**config.mk**
```make
export PLATFORM = sky130hd
export DESIGN_NAME = alarm_timer_bank
export DESIGN_NICKNAME = d
export VERILOG_FILES = /design/src/rtl/alarm_timer_bank.sv
export SDC_FILE = /design/constraint.sdc
export NUM_CORES = 1
export LEC_CHECK = 0
export ABC_AREA = 1
export BUFFER_PORTS_ARGS = -buffer_cell sky130_fd_sc_hd__buf_2
export CAP_MARGIN = 5
export CORE_ASPECT_RATIO = 0.75
export CORE_MARGIN = 2
export CORE_UTILIZATION = 54
export DETAILED_ROUTE_END_ITERATION = 10
export PLACE_DENSITY = 0.77
export SETUP_SLACK_MARGIN = 0.15
export SLEW_MARGIN = 5
export SYNTH_ARGS = -nofsm -noshare
export SYNTH_HDL_FRONTEND = slang
export SYNTH_SLANG_ARGS = --single-unit
```
**constraint.sdc**
```tcl
create_clock -name clk -period 1.8 [get_ports clk]
set_clock_uncertainty 0.2 [all_clocks]
set_input_delay 0.45 -clock clk [delete_from_list [all_inputs] [get_ports clk]]
set_output_delay 0.45 -clock clk [all_outputs]
set_load 0.1 [all_outputs]
```
**src/rtl/alarm_timer_bank.sv**
```systemverilog
// Bank of programmable interval lengths feeding one 1 Hz countdown with an expiry pulse.
// Optional build macro TIMER_PAUSE_EN adds a pause input that freezes the countdown.
module alarm_timer_bank #(
  parameter int unsigned NUM_TIMERS = 4,
  parameter int unsigned SEL_W      = 2,
  parameter int unsigned LEN_W      = 4,
  parameter logic [NUM_TIMERS*LEN_W-1:0] DEFAULTS = {4'd10, 4'd15, 4'd8, 4'd6}
) (
  input  logic             clk,
  input  logic             reset,
  input  logic             reprogram,
  input  logic [SEL_W-1:0] prog_sel,
  input  logic [LEN_W-1:0] prog_len,
  input  logic             start_timer,
  input  logic [SEL_W-1:0] interval_sel,
  input  logic             one_hz_enable,
`ifdef TIMER_PAUSE_EN
  input  logic             pause,
`endif
  output logic [LEN_W-1:0] countdown,
  output logic             busy,
  output logic             expired
);

  typedef enum logic [0:0] {StIdle, StRun} state_e;

  state_e           state_q, state_d;
  logic [LEN_W-1:0] count_q, count_d;
  logic             expired_q, expired_d;
  logic [LEN_W-1:0] len_tbl_q [NUM_TIMERS];
  logic [LEN_W-1:0] len_tbl_d [NUM_TIMERS];

  logic [LEN_W-1:0] sel_len;
  logic             sel_valid;
  logic             tick_ok;

`ifdef TIMER_PAUSE_EN
  assign tick_ok = one_hz_enable & ~pause;
`else
  assign tick_ok = one_hz_enable;
`endif

  // Decoded read of the pre-edge table; out-of-range selects leave sel_valid low.
  always_comb begin
    sel_len   = '0;
    sel_valid = 1'b0;
    for (int i = 0; i < NUM_TIMERS; i++) begin
      if (interval_sel == SEL_W'(i)) begin
        sel_len   = len_tbl_q[i];
        sel_valid = 1'b1;
      end
    end
  end

  always_comb begin
    len_tbl_d = len_tbl_q;
    for (int i = 0; i < NUM_TIMERS; i++) begin
      if (reprogram && (prog_sel == SEL_W'(i))) begin
        len_tbl_d[i] = prog_len;
      end
    end
  end

  always_comb begin
    state_d   = state_q;
    count_d   = count_q;
    expired_d = 1'b0;
    unique case (state_q)
      StIdle: begin
        if (start_timer) begin
          if (!sel_valid) begin
            count_d = '0;
          end else if (sel_len == '0) begin
            count_d   = '0;
            expired_d = 1'b1;
          end else begin
            count_d = sel_len;
            state_d = StRun;
          end
        end
      end
      StRun: begin
        // A start in the same cycle as a tick wins and suppresses the decrement.
        if (start_timer) begin
          if (!sel_valid) begin
            count_d = '0;
            state_d = StIdle;
          end else if (sel_len == '0) begin
            count_d   = '0;
            state_d   = StIdle;
            expired_d = 1'b1;
          end else begin
            count_d = sel_len;
          end
        end else if (tick_ok) begin
          if (count_q <= LEN_W'(1)) begin
            count_d   = '0;
            state_d   = StIdle;
            expired_d = 1'b1;
          end else begin
            count_d = count_q - LEN_W'(1);
          end
        end
      end
      default: begin
        state_d = StIdle;
        count_d = '0;
      end
    endcase
  end

  always_ff @(posedge clk) begin
    if (reset) begin
      state_q   <= StIdle;
      count_q   <= '0;
      expired_q <= 1'b0;
      for (int i = 0; i < NUM_TIMERS; i++) begin
        len_tbl_q[i] <= DEFAULTS[i*LEN_W +: LEN_W];
      end
    end else begin
      state_q   <= state_d;
      count_q   <= count_d;
      expired_q <= expired_d;
      len_tbl_q <= len_tbl_d;
    end
  end

  assign countdown = count_q;
  assign busy      = (state_q == StRun);
  assign expired   = expired_q;

endmodule

```
Word-level counts from Yosys, hierarchy flattened
Index checks and enable logic that the tools add are counted.

word-level totals
  flip-flop bits (word level) = 22
  bits of input ports = 13
  output and inout bits = 6
  word-level logic and storage cells = 55

operators by class
  $add $sub $neg = 1
  order comparisons = 1
  equality and inequality tests = 8
  multiplexer cells = 29
  bitwise gates (word level) = 1
  reduce and logical (&&, ||, !) cells = 8

operators with widths
  operator               number
  $mux W4                10
  $mux W1                16
  $eq A2 B2 Y1 const B   4
  $pmux W4 S2            1
  $eq A2 B1 Y1 const B   2
  $le A4 B1 Y1 const B   1
  $logic_and A1 B1 Y1    4
  $logic_not A2 Y1       2
  $logic_not A4 Y1       1
  $pmux W1 S2            2
  $sub A4 B1 Y4 const B  1
  $ne A3 B3 Y1 const B   1
  $ne A2 B2 Y1 const B   1
  $reduce_and A2 Y1      1
  $not A1 Y1             1

Depth between registers and ports, before layout
Gate-level depths: netlist of run 1.

  depth in word-level cells = 10
  mapped depth = 10
  mapped depth without buffers = 9

Worst setup path after synthesis of run 1
OpenSTA, ideal clock, no wires.

  path kind = flip-flop to flip-flop
  start = reg count_q[1], in the netlist countdown[1]
  end = reg count_q[0], in the netlist countdown[0]
  library setup time = 0.071 ns
  data arrival time = 2.001 ns
  required time = 1.529 ns
  slack = -0.472 ns
  cell stages (with the launch flop) = 8
  buffers on the path = 0
  clock period less this slack = 2.272 ns
  cells stage by stage = dfxtp_1 > inv_1 > ha_1 > o21ai_0 > nor2_1 > o21ai_0 > o21ai_0 > a21oi_1

between the ends
  longest elaborated chain between the ends = 5

ends and longest elaborated chain
  element                 line  source
  start, declared         28    logic [LEN_W-1:0] count_q, count_d;
  start signal, assigned  122   count_q <= count_d;
  $le A4 B1 Y1            96    if (count_q <= LEN_W'(1)) begin
  $mux W4                 96
  $mux W4                 95    end else if (tick_ok) begin
  $mux W4                 84    if (start_timer) begin
  $pmux W4 S2             68    unique case (state_q)

No other way between the ends. The select of a mux whose other input is x is not followed.
A chain may end at the register's enable or synchronous reset.

Final worst setup path of run 1
  start = reg count_q[0], in the netlist countdown[0]
  end = out countdown[0]

RTL lines
  element        line  source
  end, declared  20    output logic [LEN_W-1:0] countdown,

No word-level cell between the ends.

==> impl_metrics.sql, run 1 <==
INSERT INTO impl_metrics (metric_group, metric, value, unit) VALUES
('drt', 'initialDrtViolationCount', '57', ''),
('drt', 'routed_wl', '2720', 'um'),
('place', 'post-place-cells', '195', ''),
('yosys', 'syn-instance-count', '156', ''),
('floorplanning', 'start_util', '56.3', '%'),
('sta', 'slew_viols_final', '0', ''),
('worst_setup_path', 'worst-r2r-setup-slack', '210', 'ps'),
('yosys', 'yosys.cell_types.count', '20', ''),
('yosys', 'syn-num-nets', '171', ''),
('drt', 'route.antenna.remaining_nets', '0', ''),
('drt', 'detail_route.wl_per_cell', '13.7', 'um'),
('yosys', 'netlist_area', '1110', 'um2'),
('drt', 'dr.pass1.iters', '4', ''),
('floorplanning', 'core-area', '1980', 'um2'),
('floorplanning', 'num_io_pins', '19', ''),
('grt', 'antenna_found_initial', '0', ''),
('clock_network', 'max-clock-path-buffers', '2', ''),
('sta', 'post-route-min-period', '1620', 'ps'),
('clock_network', 'cts-root-buf', 'sky130_fd_sc_hd__clkbuf_4', ''),
('pwr', 'power.density_cell_area', '861', 'nW/um2'),
('worst_setup_path', 'cpMaxStageDelayCell', 'sky130_fd_sc_hd__dfxtp_4', ''),
('place', 'gpl.final_weighted_congestion', '0.854', ''),
('yosys', 'asyncSetResetFlopFracSynth', '0', '%'),
('run_status', 'status', 'finished clean', ''),
('place', 'place_hpwl', '2020', 'um'),
('pwr', 'power.clock.fraction', '24.5', '%'),
('sta', 'timing.final.ws_setup', '179', 'ps'),
('grt', 'grtUsageMet1', '31.7', '%'),
('drt', 'via_count', '1095', ''),
('layout', 'num-fill-cells', '164', ''),
('layout', 'n_antenna_cell', '0', ''),
('layout', 'synthToLayoutAreaGrowth', '16.8', '%'),
('worst_setup_path', 'rr_endpoint', 'countdown[0]$_SDFFE_PP0P_', ''),
('sta', 'tns', '0', 'ps'),
('pwr', 'power.leakage', '0.000617', 'uW'),
('drt', 'drc_errors', '0', ''),
('floorplanning', 'die_area', '2450', 'um2'),
('grt', 'first_global_vias', '987', ''),
('yosys', 'postSynthAreaPerCell', '7.15', 'um2'),
('yosys', 'ranking_of_synthesized_cells_by_area', 'sky130_fd_sc_hd__dfxtp_1, sky130_fd_sc_hd__nand2_1, sky130_fd_sc_hd__nand3_1', ''),
('clock_network', 'tritoncts_num_sinks', '22', ''),
('place', 'io_buffer_count', '18', ''),
('clock_network', 'ctsHoldBuffers', '0', ''),
('layout', 'most_common_cell_after_layout_fill_and_taps_aside', 'sky130_fd_sc_hd__nand2_1', ''),
('drt', 'via_per_inst', '5.50', ''),
('grt', 'grt_use_met3', '7.46', '%'),
('yosys', 'synth_top_flop_cell', 'sky130_fd_sc_hd__dfxtp_1', ''),
('yosys', 'netlist.top_cell.by_area', 'sky130_fd_sc_hd__dfxtp_1', ''),
('yosys', 'post-synth-top-area-fraction', '39.5', '%'),
('clock_network', 'cts.repair_timing.setup_buffer_count', '0', ''),
('place', 'dp_slack', '186', 'ps'),
('worst_setup_path', 'critical_path_arrival', '970', 'ps'),
('worst_setup_path', 'worstPathBufferInverterCount', '1', ''),
('pwr', 'p_int', '731', 'uW'),
('sta', 'setup-violations-final', '0', ''),
('pwr', 'power_switching_share', '34.8', '%'),
('clock_network', 'cts.htree.levels', '1', ''),
('worst_hold_path', 'hold_class', 'input port to flop', ''),
('yosys', 'synth.yosys.warnings', '0', ''),
('sta', 'relSlewSlack', '81.1', '%'),
('worst_setup_path', 'cp-start-kind', 'flop', ''),
('grt', 'global_route_wire_length_before_repair', '4460', 'um'),
('pwr', 'p_comb_share', '26.5', '%'),
('job', 'max-cap-violations', '0', ''),
('layout', 'layout_common_cells', 'sky130_fd_sc_hd__nand2_1, sky130_fd_sc_hd__nand3_1, sky130_fd_sc_hd__dfxtp_1', ''),
('clock_network', 'tritoncts_clock_tree', 'done', ''),
('sta', 'rsz_0062_raised_after_global_routing', 'false', ''),
('worst_setup_path', 'setup.worst_path.class', 'flop to output pin', ''),
('worst_hold_path', 'hold_path_cell_cnt', '2', ''),
('layout', 'finalNetCount', '191', ''),
('clock_network', 'clk-insertion-delay-late', '320', 'ps');
[worst max-delay path by stage]
stage,start,end,cells after the start
6_report,countdown[0]$_SDFFE_PP0P_,countdown[0],1
2_1_floorplan,countdown[0]$_SDFFE_PP0P_,countdown[0]$_SDFFE_PP0P_,7
5_1_grt,countdown[0]$_SDFFE_PP0P_,countdown[1]$_SDFFE_PP0P_,7
3_3_place_gp,interval_sel[0],busy$_SDFF_PP0_,8
4_1_cts,countdown[0]$_SDFFE_PP0P_,countdown[0],1
3_5_place_dp,interval_sel[1],busy$_SDFF_PP0_,8
[synthesized netlist by cell type (2+ instances only)]
cell	instances
sky130_fd_sc_hd__a21oi_1	7
sky130_fd_sc_hd__buf_6	2
sky130_fd_sc_hd__dfxtp_1	22
sky130_fd_sc_hd__ha_1	2
sky130_fd_sc_hd__inv_1	12
sky130_fd_sc_hd__inv_2	7
sky130_fd_sc_hd__nand2_1	35
sky130_fd_sc_hd__nand3_1	23
sky130_fd_sc_hd__nand4_1	3
sky130_fd_sc_hd__nor2_1	16
sky130_fd_sc_hd__nor3_4	3
sky130_fd_sc_hd__o211ai_1	2
sky130_fd_sc_hd__o21ai_0	15
[flip-flops by register name, indices dropped and copies added (netlist names)]
register / cells
busy: 1
countdown: 4
expired: 1
len_tbl_q: 16
[logic make-up (layout without fill, tap and decap cells)]
family,count (synthesis),count (layout),synth area share (%)
AOI/OAI and AO/OA,26,26,12.5
and+or+nand+nor,83,83,36.7
adders and majority gates,2,2,2.24
buffers and inverters,23,42,9.09
DFF,22,22,39.5
[metrics by stage]
step / cell area, um2 / util, % / hold slack [ps] / power [uW]
6_report: 1300 / 65.8 / 84.4 / 1120
5_1_grt: 1300 / 65.8 / 71.4 / 1180
4_1_cts: 1280 / 64.7 / 86.6 / 1110
3_5_place_dp: 1230 / 61.9 / 259 / 831
3_3_place_gp: 1230 / 61.9 / 250 / 821
2_1_floorplan: 1130 / - / 228 / 765
[cell type report]
class	instances	area, um2	share of cell area (%)
multi-input cells	111	582	44.7
flip-flops and latches	22	452	34.7
repair buffers	19	131	10.1
inverters	19	71.3	5.48
clock buffers	4	36.3	2.79
well taps	24	30.0	2.31
[power by group through the flow]
| stage | logic (uW) | clock network [uW] | registers (uW) |
|---|---|---|---|
| 3_3_place_gp | 267 | 0 | 554 |
| 6_report | 297 | 275 | 550 |
| 2_1_floorplan | 130 | 0 | 635 |
| 5_1_grt | 321 | 302 | 554 |
| 4_1_cts | 283 | 277 | 547 |
| 3_5_place_dp | 274 | 0 | 556 |
[metal layers]
layer  routed length (um)  up-vias
met5                    0        -
met4                   55        0
met3                  275       10
met2                 1160       49
met1                 1230      484
li1                     -      552
[repair_timing]
item | 4_1_cts | 5_1_grt
setup endpoints to repair | 6 | 6
resized for setup | 7 | 6
pin swaps | 0 | 0
(Power assumes the default switching activity.)
==> run 2, diff against run 1 <==
- ABC_AREA: 1 -> default
- CORE_UTILIZATION: 54 -> 53
==> run 2 against run 1 <==
The flow now finishes with violations (setup timing). Cell count decreased by 22%. Critical path depth increased by 2. Core utilization increased by 6.1 points. Critical endpoint is now busy$_SDFF_PP0_. Largest cell class unchanged. Largest power group unchanged.
==> impl_metrics.sql, run 2 <==
INSERT INTO impl_metrics (metric_group, metric, value, unit) VALUES
('layout', 'num-fill-cells', '143', ''),
('drt', 'dr.pass1.iters', '4', ''),
('grt', 'globalRoute.totalOverflow', '0', ''),
('drt', 'detail_route.wl_per_cell', '16.3', 'um'),
('clock_network', 'cts.repair_timing.setup_buffer_count', '0', ''),
('worst_setup_path', 'endpoint_kind', 'flop', ''),
('layout', 'layout_common_cells', 'sky130_fd_sc_hd__nor2_1, sky130_fd_sc_hd__dfxtp_1, sky130_fd_sc_hd__buf_2', ''),
('yosys', 'postSynthAreaPerCell', '9.47', 'um2'),
('place', 'place_hpwl', '1830', 'um'),
('worst_setup_path', 'critical_path_launch_point', 'len_tbl_q[3]$_SDFFE_PP1P_', ''),
('place', 'dp_slack', '-389', 'ps'),
('sta', 'setup-violations-final', '1', ''),
('floorplanning', 'start_util', '57.7', '%'),
('grt', 'grt_util_all_layers', '24.0', '%'),
('grt', 'global_route_wire_length_before_repair', '3840', 'um'),
('yosys', 'syn-instance-count', '109', ''),
('sta', 'finalHoldWorstSlack', '150', 'ps'),
('yosys', 'syn-num-nets', '124', ''),
('yosys', 'dominant_combinational_cell_family_by_area_after_synthesis', 'simple AND/OR/NAND/NOR gates', ''),
('grt', 'largest_net_degree_at_the_start_of_global_routing', '23', ''),
('layout', 'largest_register_ffs', '16', ''),
('layout', 'regMostFlops', 'len_tbl_q', ''),
('yosys', 'netlist.top_cell.by_area', 'sky130_fd_sc_hd__dfxtp_1', ''),
('sta', 'slew_viols_final', '0', ''),
('drt', 'via_count', '926', ''),
('drt', 'via_per_inst', '5.97', ''),
('run_status', 'status', 'finished, violations left', ''),
('floorplanning', 'placement_rows', '13', ''),
('pwr', 'power.leakage', '0.000543', 'uW'),
('worst_setup_path', 'cp-start-kind', 'flop', ''),
('yosys', 'synth.top_cells.by_count', 'sky130_fd_sc_hd__dfxtp_1, sky130_fd_sc_hd__nor2_1, sky130_fd_sc_hd__a211o_1, sky130_fd_sc_hd__inv_1, sky130_fd_sc_hd__mux2i_1', ''),
('run_status', 'violations', 'setup timing', ''),
('grt', 'first_global_vias', '862', ''),
('yosys', 'synth_xor_xnor_area_share', '0', '%'),
('pwr', 'power.density_cell_area', '831', 'nW/um2'),
('sta', 'rsz_0062_raised_after_global_routing', 'true', ''),
('worst_setup_path', 'worst-r2r-setup-slack', '-20', 'ps'),
('sta', 'timing.final.ws_setup', '-23.4', 'ps'),
('yosys', 'post-synth-top-area-fraction', '42.7', '%'),
('layout', 'seq_area', '455', 'um2'),
('drt', 'route.antenna.remaining_nets', '0', ''),
('sta', 'top_achievable_clock_speed', '548', 'MHz'),
('yosys', 'netlist_area', '1030', 'um2'),
('floorplanning', 'die_height', '42.2', 'um'),
('layout', 'synthToLayoutAreaGrowth', '24.6', '%'),
('layout', 'finalNetCount', '149', ''),
('sta', 'post-route-min-period', '1820', 'ps'),
('layout', 'most_common_cell_after_layout_fill_and_taps_aside', 'sky130_fd_sc_hd__nor2_1', ''),
('place', 'gpl.final_weighted_congestion', '0.779', ''),
('layout', 'multi_input_comb_area', '573', 'um2'),
('floorplanning', 'chipWidth', '55.0', 'um'),
('yosys', 'asyncSetResetFlopFracSynth', '0', '%'),
('yosys', 'yosys.cell_types.count', '31', ''),
('clock_network', 'cts.htree.levels', '1', ''),
('yosys', 'synth-adder-area-share', '2.42', '%'),
('drt', 'routed_wl', '2520', 'um'),
('drt', 'initialDrtViolationCount', '22', ''),
('yosys', 'synth.yosys.warnings', '0', ''),
('drt', 'drc_errors', '0', ''),
('floorplanning', 'die_area', '2320', 'um2'),
('pwr', 'vdd.ir_drop.worst', '592', 'uV'),
('layout', 'n_antenna_cell', '0', ''),
('sta', 'timing.final.hold_violations', '0', ''),
('clock_network', 'max-clock-path-buffers', '2', ''),
('yosys', 'synth_top_flop_cell', 'sky130_fd_sc_hd__dfxtp_1', ''),
('worst_hold_path', 'hold_path_startpoint', 'prog_len[1]', ''),
('yosys', 'synth.mux.area_fraction', '14.5', '%'),
('floorplanning', 'num_io_pins', '19', ''),
('worst_setup_path', 'critical_path_arrival', '1850', 'ps'),
('yosys', 'yosys_register_bits', '22', ''),
('place', 'dpl-instance-area', '1190', 'um2'),
('layout', 'design_area', '1290', 'um2'),
('grt', 'antenna_found_initial', '0', ''),
('worst_setup_path', 'critical_register_to_register_path_startpoint', 'len_tbl_q[3]$_SDFFE_PP1P_', ''),
('sta', 'final_min_period_over_clock_period', '101', '%'),
('clock_network', 'numCtsBuffers', '3', ''),
('yosys', 'synth-compound-area-share', '16.5', '%'),
('layout', 'drive_above_1_share', '32.3', '%'),
('job', 'max-cap-violations', '0', ''),
('yosys', 'synth-seq-area-share', '42.7', '%'),
('clock_network', 'cts-root-buf', 'sky130_fd_sc_hd__clkbuf_4', ''),
('floorplanning', 'core-area', '1790', 'um2'),
('clock_network', 'tritoncts_clock_tree', 'done', ''),
('worst_hold_path', 'hold_class', 'input port to flop', ''),
('yosys', 'ranking_of_synthesized_cells_by_area', 'sky130_fd_sc_hd__dfxtp_1, sky130_fd_sc_hd__nor2_1, sky130_fd_sc_hd__a211o_1', ''),
('sta', 'actual_slew_at_the_worst_max_slew_pin', '401', 'ps'),
('yosys', 'synth_simple_gate_area_share', '19.5', '%'),
('worst_setup_path', 'worst-endpoint-required', '1820', 'ps'),
('yosys', 'edff_count_synth', '0', ''),
('clock_network', 'tritoncts_num_sinks', '22', ''),
('clock_network', 'cts.reportedPaths.clkPinSlew', '120', 'ps'),
('sta', 'relSlewSlack', '73.3', '%'),
('worst_setup_path', 'setup.worst_path.class', 'flop to flop', ''),
('clock_network', 'clk-insertion-delay-late', '310', 'ps'),
('clock_network', 'ctsHoldBuffers', '0', ''),
('worst_setup_path', 'crit_path_max_fanout', '2', ''),
('place', 'io_buffer_count', '18', '');
[run 2: cell count changes after synthesis, sizes merged, moves of 3 or more]
cell    delta
a211oi     +3
nand3     -21
nand2     -32
a211o      +9
mux4       +3
nor2       +5
a21oi      -4
inv       -12
nor3       -3
o21ai     -14
mux2i      +6
[run 2: kinds of logic after synthesis]
logic type	count (synthesis)
AO/OA/AOI/OAI	23
adder cells (fa/ha/maj)	2
buffers and inverters	10
flip-flops	22
multiplexers	11
AND/OR/NAND/NOR	41
[run 2: worst paths after layout]
| kind | depth (start not counted) | to |
|---|---|---|
| max | 3 | busy$_SDFF_PP0_ |
| min | 2 | len_tbl_q[13]$_SDFFE_PP1P_ |
| max reg2reg | 3 | busy$_SDFF_PP0_ |
| min reg2reg | 1 | len_tbl_q[3]$_SDFFE_PP1P_ |
[run 2: metal layers]
metal	vias to the layer above	wire length, um	global-route usage, %
li1	445	-	-
met1	455	1130	30.4
met2	22	1200	37.1
met3	4	144	6.79
met4	0	48	11.2
met5	-	0	0
[run 2: cell type report]
cell class                      instances  area share (%)
Timing Repair Buffer                   23            13.0
Sequential cell                        22            35.4
Inverter                                7            2.04
Clock buffer                            4            2.82
Tap cell                               22            2.14
Multi-Input combinational cell         77            44.6
[run 2: metrics by stage]
stage / utilization [%] / TNS (ps) / instances / total power, uW
finish: 71.9 / -23.4 / 155 / 1070
global placement: 66.4 / -652 / 151 / 769
detailed placement: 66.4 / -725 / 151 / 778
floorplan: - / -409 / 109 / 715
global route: 71.9 / -53.6 / 155 / 1110
CTS: 70.3 / -21.4 / 155 / 1060
[run 2: repair_timing]
| item | in CTS | in global routing |
|---|---|---|
| cloned | 0 | 0 |
| endpoints found under the setup margin | 9 | 7 |
| pin swaps | 1 | 0 |
| gates resized for setup | 13 | 7 |
[run 2: critical path: stages, from the launching register on]
cell and delay (ps):
sky130_fd_sc_hd__dfxtp_2 340, sky130_fd_sc_hd__mux4_2 470, sky130_fd_sc_hd__or4b_4 550, sky130_fd_sc_hd__and3b_1 170
[run 2: where the power goes]
group | total (uW) | internal (uW) | switching [uW]
combinational | 254 | 94.8 | 159
sequential | 542 | 514 | 27.7
clock | 274 | 124 | 150
==> run 3, diff against run 2 <==
- CELL_PAD_IN_SITES_DETAIL_PLACEMENT: default -> 0
- CELL_PAD_IN_SITES_GLOBAL_PLACEMENT: default -> 2
- CORE_UTILIZATION: 53 -> 32
- PLACE_DENSITY: 0.77 -> default
- PLACE_DENSITY_LB_ADDON: default -> 0.1
==> run 3 against run 2 <==
Sequential power fell by 0.9%. Register-to-register slack barely moved. Design area grew 0.88%. Highest routed layer unchanged. Fmax barely moved. Die area grew 59%. Combinational power decreased by 2%. Cell count rose by 9.0%. The flow still finishes with violations (setup timing). Global-route usage decreased by 10 points.
==> impl_metrics.sql, run 3 (synthesis results as in run 2) <==
INSERT INTO impl_metrics (metric_group, metric, value, unit) VALUES
('run_status', 'status', 'finished, violations left', ''),
('run_status', 'violations', 'setup timing', ''),
('grt', 'grt_use_met3', '4.76', '%'),
('clock_network', 'numCtsBuffers', '3', ''),
('sta', 'rsz_0062_raised_after_global_routing', 'true', ''),
('layout', 'drive_above_1_share', '32.1', '%'),
('grt', 'grtUsageMet1', '19.7', '%'),
('grt', 'busiest_layer', 'met2', ''),
('grt', 'globalRoute.totalOverflow', '0', ''),
('worst_setup_path', 'cpMaxStageDelayCell', 'sky130_fd_sc_hd__or4b_4', ''),
('place', 'io_buffer_count', '18', ''),
('pwr', 'vdd.ir_drop.worst', '398', 'uV'),
('pwr', 'p_sw', '329', 'uW'),
('drt', 'dr.pass1.iters', '4', ''),
('clock_network', 'clk-insertion-delay-late', '260', 'ps'),
('drt', 'drc_errors', '0', ''),
('sta', 'actual_slew_at_the_worst_max_slew_pin', '406', 'ps'),
('worst_setup_path', 'critical_path_arrival', '1780', 'ps'),
('layout', 'num-fill-cells', '303', ''),
('worst_setup_path', 'worst-endpoint-required', '1750', 'ps'),
('drt', 'via_per_inst', '5.15', ''),
('place', 'post-place-cells', '164', ''),
('layout', 'n_antenna_cell', '0', ''),
('clock_network', 'tritoncts_num_sinks', '22', ''),
('layout', 'regMostFlops', 'len_tbl_q', ''),
('layout', 'fin_util', '43.3', '%'),
('drt', 'initialDrtViolationCount', '17', ''),
('pwr', 'power.leakage', '0.000539', 'uW'),
('sta', 'timing.final.ws_setup', '-22.1', 'ps'),
('drt', 'route.antenna.remaining_nets', '0', ''),
('sta', 'timing.final.hold_violations', '0', ''),
('grt', 'grt_util_all_layers', '14.0', '%'),
('sta', 'relSlewSlack', '73.0', '%'),
('clock_network', 'tritoncts_clock_tree', 'done', ''),
('worst_setup_path', 'setup.worst_path.class', 'flop to flop', ''),
('floorplanning', 'die_area', '3700', 'um2'),
('layout', 'finalNetCount', '147', ''),
('place', 'place_hpwl', '1820', 'um'),
('sta', 'top_achievable_clock_speed', '549', 'MHz'),
('pwr', 'p_int', '799', 'uW'),
('place', 'dpl-instance-area', '1180', 'um2'),
('worst_hold_path', 'hold_class', 'input port to flop', ''),
('clock_network', 'cts.reportedPaths.clkPinSlew', '70', 'ps'),
('worst_setup_path', 'crit_path_max_fanout', '2', ''),
('drt', 'via_count', '870', ''),
('grt', 'first_global_vias', '798', ''),
('grt', 'largest_net_degree_at_the_start_of_global_routing', '23', ''),
('job', 'max-cap-violations', '0', ''),
('drt', 'detail_route.wl_per_cell', '13.8', 'um'),
('floorplanning', 'num_io_pins', '19', ''),
('floorplanning', 'chipWidth', '69.6', 'um'),
('layout', 'instances_no_fill', '169', ''),
('clock_network', 'cts-root-buf', 'sky130_fd_sc_hd__clkbuf_8', ''),
('layout', 'layout_common_cells', 'sky130_fd_sc_hd__nor2_1, sky130_fd_sc_hd__dfxtp_1, sky130_fd_sc_hd__buf_2', ''),
('worst_setup_path', 'crit_path_cell_trace', 'mux4_2 > or4b_4 > and3b_1', ''),
('pwr', 'power_switching_share', '29.2', '%'),
('pwr', 'power.density_cell_area', '870', 'nW/um2'),
('floorplanning', 'start_util', '34.4', '%'),
('drt', 'routed_wl', '2330', 'um'),
('pwr', 'power.clock.fraction', '30.3', '%'),
('layout', 'most_common_cell_after_layout_fill_and_taps_aside', 'sky130_fd_sc_hd__nor2_1', ''),
('worst_setup_path', 'cp-start-kind', 'flop', ''),
('layout', 'largest_register_ffs', '16', ''),
('worst_setup_path', 'cp_slowest_stage_delay', '550', 'ps'),
('clock_network', 'max-clock-path-buffers', '2', ''),
('pwr', 'p_comb_share', '22.1', '%'),
('grt', 'antenna_found_initial', '0', ''),
('sta', 'slew_viols_final', '0', ''),
('worst_setup_path', 'endpoint_kind', 'flop', ''),
('grt', 'global_route_wire_length_before_repair', '3900', 'um'),
('layout', 'design_area', '1300', 'um2'),
('sta', 'finalHoldWorstSlack', '206', 'ps'),
('grt', 'use_met2', '20.2', '%'),
('sta', 'final_min_period_over_clock_period', '101', '%'),
('floorplanning', 'core-area', '3000', 'um2'),
('clock_network', 'cts.htree.levels', '1', ''),
('layout', 'synthToLayoutAreaGrowth', '25.7', '%'),
('sta', 'setup-violations-final', '1', ''),
('floorplanning', 'die_height', '53.2', 'um'),
('pwr', 'pwr-share-seq', '47.5', '%'),
('floorplanning', 'placement_rows', '17', ''),
('place', 'gpl.final_weighted_congestion', '0.689', ''),
('sta', 'post-route-min-period', '1820', 'ps'),
('sta', 'tns', '-22.1', 'ps');
-- run 3: area by class of cell --
| cell class | count | area, um2 | share of cell area (%) |
|---|---|---|---|
| tap | 38 | 47.5 | 3.66 |
| clock buffer | 4 | 55.1 | 4.24 |
| sequential | 22 | 457 | 35.2 |
| multi-input combinational | 77 | 574 | 44.3 |
| timing repair buffer | 21 | 138 | 10.6 |
| inverter | 7 | 26.3 | 2.03 |
-- run 3: power groups by stage --
stage | Combinational (uW) | Clock (uW) | Sequential, uW
floorplan | 101 | 0 | 615
global placement | 226 | 0 | 547
detailed placement | 227 | 0 | 547
CTS | 236 | 357 | 536
global route | 270 | 379 | 541
finish | 250 | 343 | 537
-- run 3: routing by layer --
metal / routed length, um / part of all wire (%)
met5: 0 / 0
met4: 14 / 0.60
met3: 120 / 5.2
met2: 957 / 41
met1: 1230 / 53
-- run 3: final timing paths --
check,start,to,slack [ps],depth (start not counted)
hold reg to reg,len_tbl_q[3]$_SDFFE_PP1P_,len_tbl_q[3]$_SDFFE_PP1P_,260,1
hold / removal,prog_len[1],len_tbl_q[13]$_SDFFE_PP1P_,210,2
setup reg to reg,len_tbl_q[3]$_SDFFE_PP1P_,busy$_SDFF_PP0_,-20,3
setup / recovery,len_tbl_q[3]$_SDFFE_PP1P_,busy$_SDFF_PP0_,-20,3
-- run 3: repair_timing --
| action | in CTS | in global routing |
|---|---|---|
| gates cloned | 0 | 0 |
| buffers inserted | 0 | 1 |
| pin swaps | 2 | 2 |
| resized for setup | 11 | 6 |
| hold buffers | 0 | 0 |
| setup endpoints to repair | 9 | 4 |
-- run 3: worst max-delay path: cells and delay by family, from the launching register on --
kind             cells  cell delay, ps
muxes                1             470
DFF                  1             320
and+or+nand+nor      2             720
-- run 3: per-stage QoR --
step	total power, uW	setup slack, ps
finish	1130	-22.1
global placement	773	-376
global route	1190	-54.6
detailed placement	773	-418
CTS	1130	-21.0
floorplan	715	-243
